===== src/rtl/mc_control_fsm.sv =====
`default_nettype none
// ============================================================================
//  Module      : mc_control_fsm
//  Description : Multicycle MIPS-style control unit. Sequences fetch, decode,
//                memory, execute, branch and (optionally) jump phases and
//                decodes the datapath control strobes from the current state.
//                The MC_JUMP_EN macro adds the JUMP state for opcode 000010;
//                without it that opcode is reported as illegal.
//  Revision    : 1.0 - initial release
// ============================================================================
module mc_control_fsm (
    input  logic       clk,
    input  logic       rst,
    input  logic [5:0] OpCode,
    input  logic       mem_ready,
    output logic       PCWrite,
    output logic       PCWriteCond,
    output logic       IorD,
    output logic       MemRead,
    output logic       MemWrite,
    output logic       MemtoReg,
    output logic       IRWrite,
    output logic       ALUSrcA,
    output logic       RegWrite,
    output logic       RegDst,
    output logic [1:0] PCSource,
    output logic [1:0] ALUOp,
    output logic [1:0] ALUSrcB,
    output logic [3:0] state,
    output logic       instr_done,
    output logic       illegal_op
);

    localparam logic [5:0] c_OP_RTYPE = 6'b000000;
    localparam logic [5:0] c_OP_LW    = 6'b100011;
    localparam logic [5:0] c_OP_SW    = 6'b101011;
    localparam logic [5:0] c_OP_BEQ   = 6'b000100;
`ifdef MC_JUMP_EN
    localparam logic [5:0] c_OP_J     = 6'b000010;
`endif

    typedef enum logic [3:0] {
        FETCH  = 4'd0,
        DECODE = 4'd1,
        MEMADR = 4'd2,
        MEMRD  = 4'd3,
        MEMWB  = 4'd4,
        MEMWR  = 4'd5,
        EXEC   = 4'd6,
        RWB    = 4'd7,
        BRANCH = 4'd8
`ifdef MC_JUMP_EN
        ,
        JUMP   = 4'd9
`endif
    } state_t;

    state_t     r_state;
    state_t     w_stateNext;
    logic [5:0] r_opLatched;
    logic       w_decodeIllegal;

    // State register; the opcode is captured while in DECODE so later
    // instruction-register changes cannot redirect MEMADR.
    always_ff @(posedge clk) begin
        if (rst) begin
            r_state     <= FETCH;
            r_opLatched <= 6'b000000;
        end else begin
            r_state <= w_stateNext;
            if (r_state == DECODE) begin
                r_opLatched <= OpCode;
            end
        end
    end

    // Next-state logic and opcode legality check during DECODE.
    always_comb begin
        w_stateNext     = r_state;
        w_decodeIllegal = 1'b0;
        case (r_state)
            FETCH:  w_stateNext = mem_ready ? DECODE : FETCH;
            DECODE: begin
                case (OpCode)
                    c_OP_RTYPE:        w_stateNext = EXEC;
                    c_OP_LW, c_OP_SW:  w_stateNext = MEMADR;
                    c_OP_BEQ:          w_stateNext = BRANCH;
`ifdef MC_JUMP_EN
                    c_OP_J:            w_stateNext = JUMP;
`endif
                    default: begin
                        w_stateNext     = FETCH;
                        w_decodeIllegal = 1'b1;
                    end
                endcase
            end
            MEMADR: begin
                if (r_opLatched == c_OP_LW) begin
                    w_stateNext = MEMRD;
                end else if (r_opLatched == c_OP_SW) begin
                    w_stateNext = MEMWR;
                end else begin
                    w_stateNext = FETCH;
                end
            end
            MEMRD:  w_stateNext = mem_ready ? MEMWB : MEMRD;
            MEMWB:  w_stateNext = FETCH;
            MEMWR:  w_stateNext = mem_ready ? FETCH : MEMWR;
            EXEC:   w_stateNext = RWB;
            RWB:    w_stateNext = FETCH;
            BRANCH: w_stateNext = FETCH;
`ifdef MC_JUMP_EN
            JUMP:   w_stateNext = FETCH;
`endif
            default: w_stateNext = FETCH;
        endcase
    end

    // Control strobes decoded from the current state (and mem_ready in the
    // memory-wait states); reset suppresses completion and write strobes so
    // an abandoned instruction leaves no side effects.
    always_comb begin
        PCWrite     = 1'b0;
        PCWriteCond = 1'b0;
        IorD        = 1'b0;
        MemRead     = 1'b0;
        MemWrite    = 1'b0;
        MemtoReg    = 1'b0;
        IRWrite     = 1'b0;
        ALUSrcA     = 1'b0;
        RegWrite    = 1'b0;
        RegDst      = 1'b0;
        PCSource    = 2'b00;
        ALUOp       = 2'b00;
        ALUSrcB     = 2'b00;
        instr_done  = 1'b0;
        illegal_op  = 1'b0;
        case (r_state)
            FETCH: begin
                MemRead = 1'b1;
                ALUSrcB = 2'b01;
                IRWrite = mem_ready;
                PCWrite = mem_ready;
            end
            DECODE: begin
                ALUSrcB    = 2'b11;
                illegal_op = w_decodeIllegal;
            end
            MEMADR: begin
                ALUSrcA = 1'b1;
                ALUSrcB = 2'b10;
            end
            MEMRD: begin
                MemRead = 1'b1;
                IorD    = 1'b1;
            end
            MEMWB: begin
                MemtoReg   = 1'b1;
                RegWrite   = 1'b1;
                instr_done = 1'b1;
            end
            MEMWR: begin
                MemWrite   = 1'b1;
                IorD       = 1'b1;
                instr_done = mem_ready;
            end
            EXEC: begin
                ALUSrcA = 1'b1;
                ALUOp   = 2'b10;
            end
            RWB: begin
                RegDst     = 1'b1;
                RegWrite   = 1'b1;
                instr_done = 1'b1;
            end
            BRANCH: begin
                ALUSrcA     = 1'b1;
                ALUOp       = 2'b01;
                PCWriteCond = 1'b1;
                PCSource    = 2'b01;
                instr_done  = 1'b1;
            end
`ifdef MC_JUMP_EN
            JUMP: begin
                PCWrite    = 1'b1;
                PCSource   = 2'b10;
                instr_done = 1'b1;
            end
`endif
            default: begin
                PCWrite = 1'b0;
            end
        endcase
        if (rst) begin
            instr_done = 1'b0;
            illegal_op = 1'b0;
            if (r_state != FETCH) begin
                PCWrite     = 1'b0;
                PCWriteCond = 1'b0;
                MemWrite    = 1'b0;
                RegWrite    = 1'b0;
                IRWrite     = 1'b0;
            end
        end
    end

    assign state = r_state;

endmodule
`default_nettype wire


===== config.mk =====
export PLATFORM = sky130hd
export DESIGN_NAME = mc_control_fsm
export DESIGN_NICKNAME = d
export VERILOG_FILES = /design/src/rtl/mc_control_fsm.sv
export SDC_FILE = /design/constraint.sdc
export NUM_CORES = 1
export LEC_CHECK = 0
export ABC_AREA = 1
export BUFFER_PORTS_ARGS = -buffer_cell sky130_fd_sc_hd__buf_2
export CAP_MARGIN = 20
export CORE_MARGIN = 1.5
export CORE_UTILIZATION = 42
export CTS_CLUSTER_SIZE = 10
export DETAILED_ROUTE_END_ITERATION = 16
export PLACE_DENSITY = 0.81
export SETUP_SLACK_MARGIN = 0.05
export SLEW_MARGIN = 10
export SYNTH_ARGS = -nofsm -noshare
export SYNTH_HDL_FRONTEND = slang
export SYNTH_SLANG_ARGS = --single-unit
export TNS_END_PERCENT = 10

===== constraint.sdc =====
create_clock -name clk -period 1.1 [get_ports clk]
set_clock_uncertainty 0.2 [all_clocks]
set_input_delay 0.055 -clock clk [delete_from_list [all_inputs] [get_ports clk]]
set_output_delay 0.055 -clock clk [all_outputs]
set_load 0.005 [all_outputs]

==> flow_summary.json, run 1 <==
{
  "remaining_drc_errors": 0,
  "crit_type": "flop to output port",
  "synthCells": 118,
  "fillCellCount": 148,
  "vias_per_cell": 4.92,
  "grt_use_total": 0.194,
  "r2r_end": "r_opLatched[0]",
  "final_area_sq_um": 1150,
  "drv_slew": 0,
  "start_util": 0.442,
  "hp-class": "input pin to flop",
  "ys_warn_count": 0,
  "htree_levels": 1,
  "violations": "hold timing, setup timing",
  "fmax_mhz": 676,
  "critPathLaunchType": "flop",
  "whs_ps": -130,
  "synthTopCellsByArea": "dfxtp_1 27%, nor2_1 14%, nand2_1 11%",
  "grt_pass1_wl_um": 2950,
  "gp_congestion": 0.884,
  "synth.top_cell.area_share": 0.268,
  "clkLatencyLatePin_ps": 260,
  "worst-r2r-cell-count": 9,
  "dp_worst_setup_slack_ps": -183,
  "dieArea_sq_um": 2040,
  "yosysSeqAreaShare": 0.268,
  "crit_required_ps": 840,
  "async_reset_ff_frac": 0,
  "synth_area_sq_um": 747,
  "cts.sinks": 10,
  "drt_iter0_drc": 10,
  "worstReg2RegStart": "state[1]",
  "layout-drive-gt1-share": 0.533,
  "final_antenna_net_count": 0,
  "dp_hpwl_um": 1470,
  "synth_cell_types": 23,
  "yosysTopAreaCell": "dfxtp_1",
  "num_antenna_cells": 0,
  "path_max_fanout": 4,
  "rows": 15,
  "wl_per_cell_um": 10.6,
  "endpoint": "instr_done",
  "ir_drop_mv": 0.805,
  "drt_pre_antenna_iters": 4,
  "end_kind": "output port",
  "stdcell_count": 182,
  "hold_violations": 6,
  "p_leak_nw": 0.611,
  "core_region_area_sq_um": 1690,
  "timing.critical_path.from": "state[3]",
  "cts_tree": "done",
  "min_period_over_period": 1.34,
  "power_w": 0.000898,
  "grt_overflow": 0,
  "reg2reg_slack_ps": -260,
  "synth.net_count": 127,
  "status": "finished, violations left",
  "fin_crit_ps": 1480,
  "rsz0062_at_grt": "yes",
  "die_h_um": 45.2,
  "dp.cells": 170,
  "synth_most_common_cell": "nor2_1",
  "nets": 175,
  "io_buffers": 29,
  "min_path_cells": 3,
  "ios": 31,
  "crit_arrival_ps": 1220,
  "syn_to_final_growth_pct": 54.6,
  "cts_buffer_depth": 2,
  "antenna_found_initial": 0,
  "synth-seq-cells": 10,
  "fp.dieW_um": 45.2,
  "cap_violations": 0,
  "cts_buffers": 3,
  "vias": 895,
  "synth_edf_count": 0,
  "grt_max_degree": 16,
  "ys.flop_type": "dfxtp_1",
  "drt_wl_total_um": 1930,
  "worst_slack_ps": -379,
  "finalSetupViolCount": 29,
  "path_clk_slew_ps": 70,
  "grt_pass1_vias": 759,
  "powerDensity_nw_per_um2": 777,
  "synth.cells.most_frequent": "28 x nor2_1, 22 x nand2_1, 15 x inv_1, 10 x dfxtp_1, 8 x nand3_1",
  "synth_area_per_cell_sq_um": 6.33,
  "cts_root_buf": "clkbuf_4",
  "placed_area_sq_um": 963
}
==> stage by stage <==
step	hold slack, ps	TNS (ps)	utilization
3_3_place_gp	136	-1760	0.570
3_5_place_dp	146	-2420	0.570
4_1_cts	-140	-6870	0.637
2_1_floorplan	-82.7	-488	-
6_report	-130	-6850	0.684
5_1_grt	-117	-8840	0.684
==> power by group <==
group	switching (W)	internal, W	total [W]
clock network	0.000126	0.000201	0.000327
registers	0.0000145	0.000371	0.000385
logic	0.000101	0.0000845	0.000186
==> kinds of logic (layout without fill, tap and decap cells) <==
logic type,Yosys count,after routing,synth area share
compound gates,11,11,0.126
buf+inv,24,71,0.154
flops,10,10,0.268
other cells,1,1,0.00502
simple gates,72,72,0.447
==> what timing repair did <==
| item | CTS | global route |
|---|---|---|
| pin swaps | 8 | 6 |
| resized for setup | 16 | 15 |
| endpoints found under the hold margin | 10 | 9 |
| endpoints found under the setup margin | 28 | 31 |
| buffers inserted | 5 | 0 |
==> final cells by class <==
class / count / area (sq um) / area share
well taps: 17 / 21.3 / 0.0184
inverters: 20 / 85.1 / 0.0737
clock buffers: 4 / 36.3 / 0.0314
multi-input cells: 84 / 492 / 0.426
flip-flops and latches: 10 / 215 / 0.186
repair buffers: 47 / 305 / 0.264
==> cells in the final DEF, fill, tap and decap left out, types with 6 or more instances in the layout <==
cell type / count
dfxtp_1: 6
inv_2: 6
nand3_1: 7
inv_1: 11
nor2_2: 6
nand2_1: 17
nand2_2: 6
buf_4: 12
nor2_1: 22
buf_2: 28
==> sequential cells by signal, indices dropped and copies added (netlist names) <==
| signal | cells |
|---|---|
| state | 4 |
| r_opLatched | 6 |
==> routing by layer <==
layer	part of all wire	vias up	global-route usage
li1	-	467	-
met1	0.41	397	0.218
met2	0.55	29	0.363
met3	0.043	2	0.0240
met4	0.0031	0	0.0765
met5	0	-	0
==> critical path, stage by stage (launching register included) <==
cell and delay, ps:
dfxtp_4 380, inv_2 50, nand2_2 110, nor2_2 50, nor2_1 150, a31oi_1 90, buf_2 140
==> worst min path at each step <==
stage	from	end	slack (ps)
after floorplan	rst	state[3]	-80
after global placement	OpCode[1]	r_opLatched[1]	140
after detailed placement	OpCode[1]	r_opLatched[1]	150
after CTS	OpCode[1]	r_opLatched[1]	-140
after global routing	OpCode[0]	r_opLatched[0]	-120
final	OpCode[1]	r_opLatched[1]	-130
No activity file was read; power rests on OpenSTA's default activity.
==> run 2: changes to the inputs <==
--- a/config.mk
+++ b/config.mk
@@ -9,7 +9,7 @@
 export BUFFER_PORTS_ARGS = -buffer_cell sky130_fd_sc_hd__buf_2
 export CAP_MARGIN = 20
 export CORE_MARGIN = 1.5
-export CORE_UTILIZATION = 42
+export CORE_UTILIZATION = 44
 export CTS_CLUSTER_SIZE = 10
 export DETAILED_ROUTE_END_ITERATION = 16
 export PLACE_DENSITY = 0.81
==> constraint.sdc (replaced) <==
create_clock -name clk -period 1.4 [get_ports clk]
set_clock_uncertainty 0.2 [all_clocks]
set_input_delay 0.07 -clock clk [delete_from_list [all_inputs] [get_ports clk]]
set_output_delay 0.07 -clock clk [all_outputs]
set_load 0.005 [all_outputs]
==> flow_summary.json, run 2 (same netlist as run 1, synthesis figures left out) <==
{
  "cts_buffer_depth": 2,
  "crit_arrival_ps": 1220,
  "power.clock.fraction": 0.310,
  "power_frac_seq": 0.460,
  "grt_pass1_vias": 845,
  "core_region_area_sq_um": 1540,
  "p_leak_nw": 0.599,
  "wl_per_cell_um": 12.1,
  "path_max_fanout": 4,
  "drt_wl_total_um": 2170,
  "critPathLaunchType": "flop",
  "grt_pass1_wl_um": 3370,
  "cts_root_buf": "clkbuf_4",
  "cts_buffers": 3,
  "rsz0062_at_grt": "yes",
  "status": "finished, violations left",
  "final_antenna_net_count": 0,
  "io_buffers": 29,
  "hold_violations": 0,
  "drv_slew": 0,
  "crit_type": "flop to output port",
  "power_frac_comb": 0.230,
  "reg2reg_slack_ps": 20,
  "grt_max_degree": 10,
  "crit_required_ps": 1130,
  "grt_use_total": 0.235,
  "drt_pre_antenna_iters": 5,
  "p_int_w": 0.000461,
  "hp-class": "input pin to flop",
  "remaining_drc_errors": 0,
  "vias_per_cell": 5.06,
  "cap_violations": 0,
  "registers.top_by_ff_count": "r_opLatched",
  "fmax_mhz": 669,
  "end_kind": "output port",
  "layout-drive-gt1-share": 0.470,
  "power_w": 0.000660,
  "grt_overflow": 0,
  "min_period_over_period": 1.07,
  "fillCellCount": 120,
  "dp.cells": 160,
  "start_util": 0.485,
  "fin_crit_ps": 1490,
  "worst-r2r-cell-count": 6,
  "violations": "setup timing",
  "nets": 175,
  "cts_tree": "done",
  "p_sw_w": 0.000198,
  "clkLatencyLatePin_ps": 270,
  "path_clk_slew_ps": 60,
  "dieArea_sq_um": 1950,
  "htree_levels": 1,
  "syn_to_final_growth_pct": 55.8,
  "num_antenna_cells": 0,
  "whs_ps": 43.1,
  "cts.sinks": 10,
  "final_cell_mix": "29 x buf_2, 24 x nor2_1, 16 x nand2_1",
  "seqCellArea_sq_um": 215,
  "p_sw_frac": 0.300,
  "fin_setup_tns_ps": -418,
  "final_common_cell": "buf_2",
  "drt_iter0_drc": 14,
  "worst_slack_ps": -94.3,
  "vias": 910,
  "finalSetupViolCount": 10,
  "die_h_um": 44.2,
  "stdcell_count": 180,
  "rows": 14,
  "gp_congestion": 0.812,
  "fp.dieW_um": 44.2,
  "powerDensity_nw_per_um2": 567,
  "min_path_cells": 5,
  "ios": 31,
  "multi_input_area_sq_um": 503,
  "ir_drop_mv": 0.519,
  "dp_hpwl_um": 1250,
  "largest_register_ffs": 6,
  "antenna_found_initial": 0
}
## run 2: cell types whose count changed in the layout (fill, tap and decap cells not counted), moves of 2 or more
cell,previous run,this run
buf_4,12,6
buf_6,4,2
dlygate4sd3_1,3,10
inv_1,11,13
inv_2,6,2
inv_4,2,4
nor2_1,22,24
nor2_2,6,4
## run 2: cell type report
class / instances / area share
tap: 16 / 0.0172
inverter: 20 / 0.0774
timing repair buffer: 47 / 0.269
sequential: 10 / 0.185
multi-input combinational: 84 / 0.432
clock buffer: 3 / 0.0194
## run 2: worst paths after layout
check / startpoint / endpoint
worst max-delay path: state[3] / instr_done
worst min-delay path: OpCode[5] / state[1]
worst max register to register: state[2] / r_opLatched[0]
worst min register to register: r_opLatched[0] / r_opLatched[0]
## run 2: repair_timing
action                                  4_1_cts  5_1_grt
endpoints found under the setup margin       20       24
pin swaps                                     3        5
buffers inserted                              6        1
endpoints found under the hold margin        10        0
resized for setup                            24       13
hold buffers                                 10        0
## run 2: power by group through the flow
| stage | Clock, W | Sequential (W) | Combinational [W] |
|---|---|---|---|
| after floorplan | 0 | 0.000312 | 0.0000787 |
| after global placement | 0 | 0.000313 | 0.000106 |
| after detailed placement | 0 | 0.000313 | 0.000108 |
| after CTS | 0.000202 | 0.000304 | 0.000141 |
| after global routing | 0.000214 | 0.000305 | 0.000167 |
| final | 0.000204 | 0.000304 | 0.000152 |
## run 2: stage by stage
step | instance area, sq um | utilization | setup slack [ps]
final | 1160 | 0.755 | -94.3
after global routing | 1160 | 0.755 | -149
after CTS | 1110 | 0.722 | -70.3
after global placement | 880 | 0.571 | 77.9
after floorplan | 747 | - | 171
after detailed placement | 880 | 0.571 | 22.5
## run 2: layer usage
metal,vias up,global-route usage,wire length (um)
li1,456,-,-
met1,411,0.217,805
met2,38,0.491,1200
met3,5,0.0163,113
met4,0,0.127,48
met5,-,0,0
## run 2: critical path: stages, from the launching register on
cell and delay, ps:
dfxtp_4 370, inv_4 70, nand2_4 70, nor2_4 120, nand2_2 50, a31oi_1 140
buf_2 130
==> run 3: changes to the inputs <==
--- a/config.mk
+++ b/config.mk
@@ -13,8 +13,8 @@
 export CTS_CLUSTER_SIZE = 10
 export DETAILED_ROUTE_END_ITERATION = 16
 export PLACE_DENSITY = 0.81
-export SETUP_SLACK_MARGIN = 0.05
-export SLEW_MARGIN = 10
+export SETUP_SLACK_MARGIN = 0.1
+export SLEW_MARGIN = 20
 export SYNTH_ARGS = -nofsm -noshare
 export SYNTH_HDL_FRONTEND = slang
 export SYNTH_SLANG_ARGS = --single-unit
==> constraint.sdc (replaced) <==
create_clock -name clk -period 1.9 [get_ports clk]
set_clock_uncertainty 0.2 [all_clocks]
set_input_delay 0.095 -clock clk [delete_from_list [all_inputs] [get_ports clk]]
set_output_delay 0.095 -clock clk [all_outputs]
set_load 0.005 [all_outputs]
==> flow_summary.json, run 3 (same netlist as run 1, synthesis figures left out) <==
{
  "status": "completed",
  "fmax_mhz": 598,
  "antenna_found_initial": 0,
  "remaining_drc_errors": 0,
  "cts.sinks": 10,
  "dp.cells": 159,
  "cp_top_family": "buffers and inverters",
  "core_region_area_sq_um": 1540,
  "registers.top_by_ff_count": "r_opLatched",
  "num_antenna_cells": 0,
  "rsz0062_at_grt": "no",
  "final_common_cell": "buf_2",
  "fp.dieW_um": 44.2,
  "path_clk_slew_ps": 70,
  "htree_levels": 1,
  "gp_congestion": 0.841,
  "fin_crit_ps": 1670,
  "wl_per_cell_um": 10.2,
  "multi_input_area_sq_um": 432,
  "start_util": 0.485,
  "dp_hpwl_um": 1290,
  "drt_iter0_drc": 8,
  "syn_to_final_growth_pct": 31.0,
  "final_cell_mix": "29 x buf_2, 28 x nor2_1, 22 x nand2_1",
  "postCtsSetupRepairBufs": 0,
  "grt_max_degree": 16,
  "cts_tree": "done",
  "min_period_over_period": 0.880,
  "end_kind": "output port",
  "critPathLaunchType": "input pin",
  "vias": 815,
  "vias_per_cell": 4.79,
  "clkLatencyLatePin_ps": 280,
  "final_antenna_net_count": 0,
  "slowest_stage": "dlygate4sd3_1",
  "drv_slew": 0,
  "cts_buffer_depth": 2,
  "stdcell_count": 170,
  "drt_wl_total_um": 1730,
  "crit_type": "input pin to output port",
  "io_buffers": 29,
  "seqCellArea_sq_um": 200,
  "path_buf_inv": 3,
  "layout-drive-gt1-share": 0.344,
  "drt_pre_antenna_iters": 4,
  "fin_util": 0.635,
  "crit_arrival_ps": 1380,
  "crit_required_ps": 1600,
  "worst_slack_ps": 227,
  "dp_worst_setup_slack_ps": 470,
  "nets": 164,
  "p_leak_nw": 0.542,
  "critPathMaxStageDelay_ps": 540,
  "fin_setup_tns_ps": 0,
  "ir_drop_mv": 0.394,
  "die_h_um": 44.2,
  "hp-class": "input pin to flop",
  "path_max_fanout": 3,
  "dieArea_sq_um": 1950,
  "grt_pass1_wl_um": 2700,
  "grt_pass1_vias": 730,
  "fillCellCount": 149,
  "powerDensity_nw_per_um2": 526,
  "grt_use_total": 0.189,
  "cap_violations": 0,
  "rows": 14,
  "ios": 31,
  "cts_root_buf": "clkbuf_4",
  "crit_top_cell": "buf_2",
  "path_cells": "dlygate4sd3_1 > buf_2 > nor2_1 > nand4_1 > nand3_1 > nor3_2 > buf_2",
  "cts_buffers": 3,
  "largest_register_ffs": 6,
  "hold_violations": 0,
  "grt_overflow": 0,
  "finalSetupViolCount": 0
}
[run 3: changes by cell type in the layout (fill, tap and decap cells not counted), moves of 4 or more]
cell	change
buf_4	-6
dfxtp_1	+4
dfxtp_4	-4
inv_4	-4
nand2_1	+6
nor2_1	+4
[run 3: tightest hold or removal path, cell delays in order]
cell     delay (ps)
buf_2           120
nand2_1          70
nand3_1          70
nor2_1           40
nor2_1           60
[run 3: repair_timing]
action                                 4_1_cts  5_1_grt
endpoints found under the hold margin        9        0
gates resized for setup                      0        0
hold buffers                                 7        0
[run 3: where the power goes]
part / internal, W / switching [W]
registers: 0.000219 / 0.00000689
logic: 0.0000395 / 0.0000510
clock network: 0.000117 / 0.0000815
total: 0.000375 / 0.000139
[run 3: final cells by class]
cell class,instances,share of cell area
multi-input cells,84,0.441
repair buffers,36,0.220
flip-flops and latches,10,0.205
inverters,20,0.0767
clock buffers,4,0.0371
well taps,16,0.0205
[run 3: path summary, 6_finish.rpt]
kind | start | endpoint | slack (ps) | depth (start not counted)
min | mem_ready | state[0] | 10 | 5
min reg2reg | r_opLatched[0] | r_opLatched[0] | 280 | 2
max | OpCode[4] | illegal_op | 230 | 7
max reg2reg | state[1] | state[2] | 450 | 9
[run 3: through the flow]
stage	total power (W)	cell area [sq um]	hold slack [ps]
2_1_floorplan	0.000288	747	-35.3
3_3_place_gp	0.000306	872	183
3_5_place_dp	0.000309	872	188
4_1_cts	0.000514	978	26.2
5_1_grt	0.000537	978	69.9
6_report	0.000515	978	14.6
[run 3: per-layer routing]
layer	GRT usage	part of all wire
met4	0.109	0.014
met3	0.0122	0.049
met2	0.385	0.52
met5	0	0
met1	0.180	0.41
